==> config.mk <==
export PLATFORM = sky130hd
export DESIGN_NAME = tmr_scrub_monitor
export DESIGN_NICKNAME = d
export VERILOG_FILES = /design/src/rtl/tmr_pkg.sv /design/src/rtl/tmr_majority_voter.sv /design/src/rtl/tmr_scrub_monitor.sv
export SDC_FILE = /design/constraint.sdc
export NUM_CORES = 1
export LEC_CHECK = 0
export CAP_MARGIN = 20
export CORE_ASPECT_RATIO = 0.9
export CORE_UTILIZATION = 30
export CTS_CLUSTER_SIZE = 10
export DETAILED_ROUTE_END_ITERATION = 8
export SLEW_MARGIN = 20
export SYNTH_ARGS = -nofsm -noshare
export SYNTH_HDL_FRONTEND = slang
export SYNTH_SLANG_ARGS = --single-unit
==> constraint.sdc <==
create_clock -name clk -period 3.01 [get_ports clk]
set_clock_uncertainty 0.2 [all_clocks]
set_input_delay 0.602 -clock clk [delete_from_list [all_inputs] [get_ports clk]]
set_output_delay 0.602 -clock clk [all_outputs]
set_load 0.02 [all_outputs]
==> src/rtl/tmr_pkg.sv <==
// Shared types and helpers for the TMR scrub monitor.
package tmr_pkg;

   typedef enum logic [1:0] {
      IDLE    = 2'd0,
      CONFIRM = 2'd1,
      SCRUB   = 2'd2
   } state_e;

   localparam logic [1:0] FAULT_NONE = 2'd3;

   function automatic logic [2:0] onehot3(input logic [1:0] idx);
      onehot3 = 3'b001 << idx;
   endfunction

endpackage

==> src/rtl/tmr_majority_voter.sv <==
// Bitwise 2-of-3 majority vote plus per-replica mismatch mask against the vote.
module tmr_majority_voter #(
   parameter int WIDTH = 4
) (
   input  logic [WIDTH-1:0] rep0,
   input  logic [WIDTH-1:0] rep1,
   input  logic [WIDTH-1:0] rep2,
   output logic [WIDTH-1:0] maj,
   output logic [2:0]       mism
);

   assign maj     = (rep0 & rep1) | (rep0 & rep2) | (rep1 & rep2);
   assign mism[0] = (rep0 != maj);
   assign mism[1] = (rep1 != maj);
   assign mism[2] = (rep2 != maj);

endmodule

==> src/rtl/tmr_scrub_monitor.sv <==
// TMR read-side monitor: votes replicas, confirms a single faulty replica and scrubs it via req/ack.
// Optional ack timeout is built when TMR_SCRUB_TIMEOUT_EN is defined.
//
// state   | meaning
// IDLE    | no fault under observation
// CONFIRM | single-replica mismatch seen, counting consecutive confirmations
// SCRUB   | scrub_req high, waiting for scrub_ack (or timeout)
module tmr_scrub_monitor
   import tmr_pkg::*;
#(
   parameter int WIDTH          = 4,
   parameter int CONFIRM_CYCLES = 2,
   parameter int CNT_W          = 8,
   parameter int TIMEOUT_CYCLES = 16
) (
   input  logic             clk,
   input  logic             rst,
   input  logic             enable,
   input  logic [WIDTH-1:0] rep0_data,
   input  logic [WIDTH-1:0] rep1_data,
   input  logic [WIDTH-1:0] rep2_data,
   input  logic             clear_status,
   input  logic             scrub_ack,
   output logic [WIDTH-1:0] voted_data,
   output logic             scrub_req,
   output logic [2:0]       scrub_sel,
   output logic [WIDTH-1:0] scrub_data,
   output logic [1:0]       fault_id,
   output logic [CNT_W-1:0] err_count,
   output logic             multi_fault,
   output logic             timeout_flag
);

   localparam int CW = $clog2(CONFIRM_CYCLES + 1);

   logic [WIDTH-1:0] maj;
   logic [2:0]       mism;
   logic             single;
   logic             multi;
   logic [1:0]       fault_idx;

   state_e           state, state_n;
   logic [CW-1:0]    cnt, cnt_n, cnt_inc;
   logic [1:0]       cand, cand_n;
   logic             enter_scrub;
   logic             scrub_done;
   logic             scrub_drop;
   logic             timeout_hit;
   logic [CNT_W-1:0] err_base, err_n;

   tmr_majority_voter #(.WIDTH(WIDTH)) u_voter (
      .rep0 (rep0_data),
      .rep1 (rep1_data),
      .rep2 (rep2_data),
      .maj  (maj),
      .mism (mism)
   );

   always_comb begin
      single    = (mism == 3'b001) || (mism == 3'b010) || (mism == 3'b100);
      multi     = (mism[0] & mism[1]) | (mism[0] & mism[2]) | (mism[1] & mism[2]);
      fault_idx = mism[0] ? 2'd0 : (mism[1] ? 2'd1 : 2'd2);
      cnt_inc   = cnt + CW'(1);
   end

   always_ff @(posedge clk or negedge rst) begin
      if (!rst) begin
         state <= IDLE;
         cnt   <= '0;
         cand  <= '0;
      end else begin
         state <= state_n;
         cnt   <= cnt_n;
         cand  <= cand_n;
      end
   end

   always_comb begin
      state_n     = state;
      cnt_n       = cnt;
      cand_n      = cand;
      enter_scrub = 1'b0;
      scrub_done  = 1'b0;
      scrub_drop  = 1'b0;
      case (state)
         IDLE: begin
            if (enable && single) begin
               cand_n = fault_idx;
               if (CONFIRM_CYCLES == 1) begin
                  state_n     = SCRUB;
                  enter_scrub = 1'b1;
                  cnt_n       = '0;
               end else begin
                  state_n = CONFIRM;
                  cnt_n   = CW'(1);
               end
            end
         end
         CONFIRM: begin
            if (!enable || !single) begin
               state_n = IDLE;
               cnt_n   = '0;
            end else if (fault_idx != cand) begin
               cand_n = fault_idx;
               cnt_n  = CW'(1);
            end else if (cnt_inc == CW'(CONFIRM_CYCLES)) begin
               state_n     = SCRUB;
               enter_scrub = 1'b1;
               cnt_n       = '0;
            end else begin
               cnt_n = cnt_inc;
            end
         end
         SCRUB: begin
            // Ack wins over a timeout expiring in the same cycle.
            if (scrub_ack) begin
               state_n    = IDLE;
               scrub_done = 1'b1;
            end else if (timeout_hit) begin
               state_n    = IDLE;
               scrub_drop = 1'b1;
            end
         end
         default: state_n = IDLE;
      endcase
   end

   // Clear first, then apply the same-cycle increment so the new event survives.
   always_comb begin
      err_base = clear_status ? '0 : err_count;
      err_n    = err_base;
      if (scrub_done && (err_base != {CNT_W{1'b1}}))
         err_n = err_base + CNT_W'(1);
   end

   always_ff @(posedge clk or negedge rst) begin
      if (!rst) begin
         voted_data  <= '0;
         scrub_req   <= 1'b0;
         scrub_sel   <= '0;
         scrub_data  <= '0;
         fault_id    <= FAULT_NONE;
         err_count   <= '0;
         multi_fault <= 1'b0;
      end else begin
         voted_data  <= maj;
         err_count   <= err_n;
         multi_fault <= (multi_fault && !clear_status) || (multi && enable);
         if (enter_scrub) begin
            scrub_req  <= 1'b1;
            scrub_sel  <= onehot3(fault_idx);
            scrub_data <= maj;
            fault_id   <= fault_idx;
         end else if (scrub_done || scrub_drop) begin
            scrub_req <= 1'b0;
         end
      end
   end

`ifdef TMR_SCRUB_TIMEOUT_EN
   localparam int TW = $clog2(TIMEOUT_CYCLES + 1);

   logic [TW-1:0] tmr;

   always_ff @(posedge clk or negedge rst) begin
      if (!rst) begin
         tmr          <= '0;
         timeout_flag <= 1'b0;
      end else begin
         timeout_flag <= (timeout_flag && !clear_status) || scrub_drop;
         if (enter_scrub)
            tmr <= TW'(TIMEOUT_CYCLES);
         else if ((state == SCRUB) && (tmr != '0))
            tmr <= tmr - TW'(1);
      end
   end

   assign timeout_hit = (state == SCRUB) && (tmr == TW'(1));
`else
   logic unused_timeout;

   assign unused_timeout = ^TIMEOUT_CYCLES;
   assign timeout_hit    = 1'b0;
   assign timeout_flag   = 1'b0;
`endif

endmodule

==> metrics.md <==
| Metric | Value |
|---|---|
| Status | completed |
| Gpl congestion | ~0.80 |
| Endpoints failing hold | 0 |
| YS warnings | 0 |
| Number of cells produced by synthesis | approximately 150 |
| Diode count | 0 |
| PortBufs | 39 |
| Area grow syn2layout | 50.08% |
| Die height | about 72 um |
| Vias per cell | roughly 4.6 |
| Pre-antenna DRT Iters | 4 |
| Peak supply drop | roughly 0.20 mV |
| Critical path startpoint category | input port |
| EDFF count, synth | 0 |
| Most frequent cells in the layout | clkdlybuf4s50_1 (32), buf_4 (29), dfrtp_1 (27) |
| Number of global-route vias before repair | 1248 |
| Clock latency on the worst-skew pair | about 280 ps |
| Worst EP required | roughly 3000 ps |
| Hold WC Path Type | flop to flop |
| Final period util | 0.9692 |
| Synth Cell Area | between 1500 and 2000 sq um |
| Root Driver | clkbuf_8 |
| CP max FO | 6 |
| Count of cell types in the netlist | 47 |
| # fillers | just over 500 |
| FF-to-FF setup slack | around 920 ps |
| Num Clock Sinks | 29 |
| Min-Delay Endpoint | scrub_req |
| Initial antenna violation count | 0 |
| Reg2Reg Launch Point | err_count[1] |
| CTS Buffer Depth | 2 |
| Total gr overflow | 0 |
| Reg2reg end | err_count[7] |
| FF+latch count, synth | 29 |
| Gr usage total | 0.1326 |
| Setup Viol. Count Final | 0 |
| RSZ-0062 raised after global routing | false |
| CORE AREA | 5255 sq um |
| # nets final | 240 |
| Detailed placement HPWL | roughly 2700 um |
| Number of max-cap violations | 0 |
| Post-route cell area | between 2000 and 2500 sq um |
| CTS Buf Count | 5 |
| DR vias | between 1000 and 1500 |
| Chip width | approximately 80 um |
| Hold Crit Start | scrub_req |
| Critical path class | input port to flop |
| Cell Area, Placed | 2298 sq um |
| Async S/R FF share, synth | 1.000 |
| Final-report max-slew violation count | 0 |
| Top cell type's share of synthesized area | 0.4128 |
| Mapped Nets | between 150 and 200 |
| # IOs | between 40 and 50 |
| Crit. End Element | flop |
| R2R depth | 6 |
| Top cells by area, synth | dfrtp_1 (41%), mux2_4 (7.3%), nor2_1 (3.9%), nor2b_1 (3.8%), dfstp_2 (3.2%) |
| Avg WL per Cell | 11.83 um |
| WP data arrival | ~2900 ps |
| Die footprint | between 5000 and 6000 sq um |
| Routed WL | 3432 um |
| Synth area leader | dfrtp_1 |
| Layout cells sized above 1 | 0.2870 |
| Maximum clock frequency | 342.8 MHz |
| Syn Area/Cell | roughly 11 sq um |
| DRT antenna net count | 0 |
| H-tree levels | 2 |
| Clk slew on worst S/H paths | about 60 ps |
| Drt initial violations | 25 |
| Static Leak | about 1.2 nW |
| CTS tree | done |
| Hold buffers post-CTS | 0 |
| First-pass GRT wire length | between 5000 and 6000 um |
| Starting Density | 0.3114 |
| Worst hold stages | 2 |
| FP Rows | 25 |
| DRC errors left | 0 |
| Primary FF master, synth | dfrtp_1 |
| Pin count of the biggest net entering global routing | 30 |
| Min Tclk post-route | 2917 ps |
| Sequential fraction of the synthesis area | 0.4450 |
| Setup TNS | 0 ps |
| PwrDens | about 480 nW/um^2 |
| Most common cell after layout, fill and taps aside | clkdlybuf4s50_1 |
==> area by class of cell <==
class / count / area [sq um] / area share
well taps: 67 / 83.83 / 0.03413
repair buffers: 70 / 648.1 / 0.2639
clock inverters: 3 / 17.52 / 0.007132
flip-flops and latches: 29 / 728.2 / 0.2965
inverters: 5 / 18.77 / 0.007641
multi-input cells: 111 / 890.9 / 0.3627
clock buffers: 5 / 68.82 / 0.02802
==> registers in the layout (all words and copies together) (netlist names) <==
register,cells
err_count,8
scrub_data,4
voted_data,4
scrub_sel,3
cand,2
cnt,2
fault_id,2
state,2
multi_fault,1
scrub_req,1
==> worst max path at each step <==
stage | from | slack [ps] | to
floorplan | rep2_data[2] | 320 | scrub_data[0]
global placement | rep2_data[0] | -330 | scrub_sel[2]
detailed placement | rep2_data[2] | -320 | scrub_data[1]
CTS | rep1_data[2] | -10 | scrub_data[2]
global route | rep0_data[3] | 1 | scrub_data[1]
finish | rep0_data[3] | 90 | scrub_data[1]
==> metal layers <==
metal  global-route usage  part of all wire  wire [um]
met5                    0                 0          0
met4              0.04167             0.010         35
met3              0.03899             0.043        148
met1               0.1835              0.51       1762
met2               0.1994              0.43       1486
==> worst max-delay path: stages <==
cell,delay (ps)
clkdlybuf4s50_1,490
nand2b_1,130
o221ai_1,140
a2111o_1,430
xor2_2,220
o2111ai_4,200
a21o_1,200
buf_6,160
mux2_4,300
==> Yosys cell counts, types with 2 or more instances <==
library cell and count:
nor2b_1 10, nand3b_1 4, nand4_1 2, xnor2_1 3
mux2_4 8, o21a_1 3, a21oi_1 5, and3b_1 4
nor3b_1 3, mux2i_1 2, mux2_2 4, nor2_1 17
o21ai_0 3, o221ai_1 2, inv_1 5, dfrtp_1 27
xor2_1 4, nand2_1 9, or3b_1 2, dfstp_2 2
buf_4 2, nand3_1 3
==> kinds of logic after synthesis <==
logic type / after synthesis / share of synthesized area
xor+xnor: 7 / 0.03746
other cells: 1 / 0.002291
compound gates: 26 / 0.1476
fa+ha+maj: 2 / 0.01376
mux: 14 / 0.1132
flops: 29 / 0.4450
simple gates: 61 / 0.2110
buf+inv: 9 / 0.02981
==> what timing repair did <==
| action | CTS | global route |
|---|---|---|
| setup endpoints to repair | 9 | 12 |
| setup buffers | 0 | 2 |
| pin swaps | 4 | 4 |
| cloned | 0 | 0 |
| hold endpoints to repair | 0 | 0 |
| resized for setup | 5 | 10 |
==> power breakdown <==
| group | internal (mW) | switching, mW |
|---|---|---|
| clock | 0.159 | 0.154 |
| combinational | 0.204 | 0.166 |
| sequential | 0.448 | 0.0373 |
| total | 0.811 | 0.357 |
==> stage by stage <==
step / utilization / power [mW] / hold slack (ps) / worst slack (ps) / instances
6_report: 0.4674 / 1.168 / 278.4 / 92.60 / 290
5_1_grt: 0.4674 / 1.231 / 304.4 / 1.130 / 290
4_1_cts: 0.4590 / 1.177 / 290.4 / -11.11 / 288
3_5_place_dp: 0.4374 / 0.8558 / 274.5 / -322.1 / 280
3_3_place_gp: 0.4374 / 0.8519 / 273.3 / -325.9 / 280
2_1_floorplan: - / 0.6731 / 106.4 / 321.0 / 149
Power figures use the tool's default switching activity.
==> RTL change (same settings) <==
Add a define of `TMR_SCRUB_TIMEOUT_EN`.
--- a/src/rtl/tmr_scrub_monitor.sv
+++ b/src/rtl/tmr_scrub_monitor.sv
@@ -5,6 +5,8 @@
 // IDLE    | no fault under observation
 // CONFIRM | single-replica mismatch seen, counting consecutive confirmations
 // SCRUB   | scrub_req high, waiting for scrub_ack (or timeout)
+`define TMR_SCRUB_TIMEOUT_EN
+
 module tmr_scrub_monitor
    import tmr_pkg::*;
 #(
Behaviour: no difference found for any inputs over 10 cycles, from zero or initial values and one cycle with rst low; that may be too few to reach the edited logic, so the function may still have changed.
==> RTL change against the unedited design <==
- power is 20% higher
- utilization is 1.5 points lower
- fmax is 2.1% higher
- cell count is 17% higher
- setup slack better by 59 ps
- routed wire length is 18% higher
- non-clock buffer count is 1 lower
- sequential cell count is 6 higher
- final area is 13% higher
- synthesized area is 16% higher
- largest cell class unchanged
- highest routed layer unchanged
==> RTL change: results (changes against the unedited design) <==
Critical path
  – Largest fanout of any net on the critical path: 7 (was 6)
  – Worst EP arrival: 2830 ps (was 2880 ps)
  – Depth of the most critical reg-to-reg path: 7 (was 6)
  – Critical path origin: rep0_data[1] (was rep0_data[3])
  – FF-to-FF End: err_count[5] (was err_count[7])

Power
  – Gate power share: 31.9% (was 31.7%)
  – IR Drop Worst-Case VDD: 0.000315 V (was 0.000198 V)
  – Psw: 0.000440 W (was 0.000357 W)
  – Internal: 0.000959 W (was 0.000811 W)
  – Leak Pwr: 1.28 nW (was 1.16 nW)
  – Clock network power: 0.000332 W (was 0.000313 W)

Finish
  – Final-layout fill cell count: 599 (was 504)
  – Share of final-layout standard cells stronger than drive strength 1: 24.2% (was 28.7%)
  – Number of nets in the final layout: 272 (was 240)
  – Post-route non-filler standard cell count: 339 (was 290)
  – Largest registers ranked by flip-flop count: err_count (8), tmr (5) (was err_count (8), scrub_data (4), voted_data (4))

Global route
  – Global routing usage on met2: 20.6% (was 19.9%)
  – First-pass GRT wire length: 6940 um (was 5860 um)
  – Maximum number of pins on one net before global-route repair: 36 (was 30)
  – Overall Global Routing Usage: 13.6% (was 13.3%)
  – Met3 track demand over resource in global routing: 4.57% (was 3.90%)
  – GR met1 Demand/Resource: 17.9% (was 18.4%)

Synth
  – Largest cells by area after synthesis: dfrtp_1 (43%), mux2_2 (5.3%), xnor2_1 (4.1%) (was dfrtp_1 (41%), mux2_4 (7.3%), nor2_1 (3.9%))
  – Post-synth top cells: dfrtp_1 (33), inv_1 (12), nand2_1 (12), nor2_1 (12), a21oi_1 (10) (was dfrtp_1 (27), nor2_1 (17), nor2b_1 (10), nand2_1 (9), mux2_4 (8))
  – Yosys cell types: 47 (unchanged)
  – Post-synthesis sequential area ratio: 46.1% (was 44.5%)
  – Post-Synthesis Net Count: 198 (was 167)

Worst hold path
  – Endpoint, Worst Hold: scrub_data[0] (was scrub_req)
  – Worst Hold Depth: 1 (was 2)
  – Min-delay src: scrub_data[0] (was scrub_req)

Placed design
  – Total placed cells including tap cells: 325 (was 280)
  – HPWL after detailed placement: 2970 um (was 2680 um)
  – Area post-placement: 2580 um^2 (was 2300 um^2)
  – Quantity of I/O buffers inserted on ports: 40 (was 39)

Routing
  – DR pass1 iterations: 6 (was 4)
  – Vias: 1509 (was 1336)
  – Final wirelength: 4070 um (was 3430 um)

Timing
  – Final-layout worst hold slack: 305 ps (was 278 ps)

Status
  – Run status: completed (unchanged)
==> RTL change: cell types whose count changed in the layout (fill, tap and decap cells not counted), sizes merged, moves of 5 or more <==
cell,unedited run,this run
inv,5,12
dfrtp,27,33
and2,0,5
xnor2,3,9
a21oi,5,11
nor2,17,12
dlygate4sd2,0,6
==> RTL change: kinds of logic after synthesis <==
| kind of cell | share of synthesized area [%] |
|---|---|
| xor gates and xnor gates | 5.52 |
| adders and majority gates | 3.15 |
| DFF | 46.1 |
| and+or+nand+nor | 21.6 |
| muxes | 8.47 |
| buffers and inverters | 3.35 |
| AOI/OAI and AO/OA | 11.8 |
==> RTL change: timing repair <==
action | CTS | global route
hold endpoints to repair | 0 | 0
cloned | 1 | 0
setup endpoints to repair | 20 | 19
resized for setup | 13 | 12
buffers inserted | 2 | 3
pin swaps | 4 | 6
==> RTL change: worst max path at each step <==
stage / end / slack (ps)
floorplan: scrub_data[2] / 20
global placement: tmr[2] / -470
detailed placement: tmr[2] / -500
CTS: scrub_sel[1] / 0.8
global route: scrub_data[1] / 30
finish: scrub_data[1] / 150
==> RTL change: critical path: stages <==
cell,delay (ps)
clkdlybuf4s50_1,520
a21oi_1,80
o22a_1,230
and3_4,210
xnor2_2,160
a2111oi_4,300
buf_4,200
nand4_4,190
mux2_4,350
==> RTL change: routing by layer <==
layer | up-vias | wire length (um) | part of all wire [%]
met3 | 7 | 133 | 3.3
met1 | 713 | 2010 | 50
met4 | 0 | 74 | 1.8
met2 | 22 | 1840 | 45
li1 | 767 | - | -
met5 | - | 0 | 0
==> RTL change: cell type report <==
cell class	count	share of cell area, %
Multi-Input combinational cell	128	36.7
Clock buffer	7	2.76
Tap cell	87	3.93
Clock inverter	1	0.271
Inverter	12	1.63
Timing Repair Buffer	69	22.9
Sequential cell	35	31.8
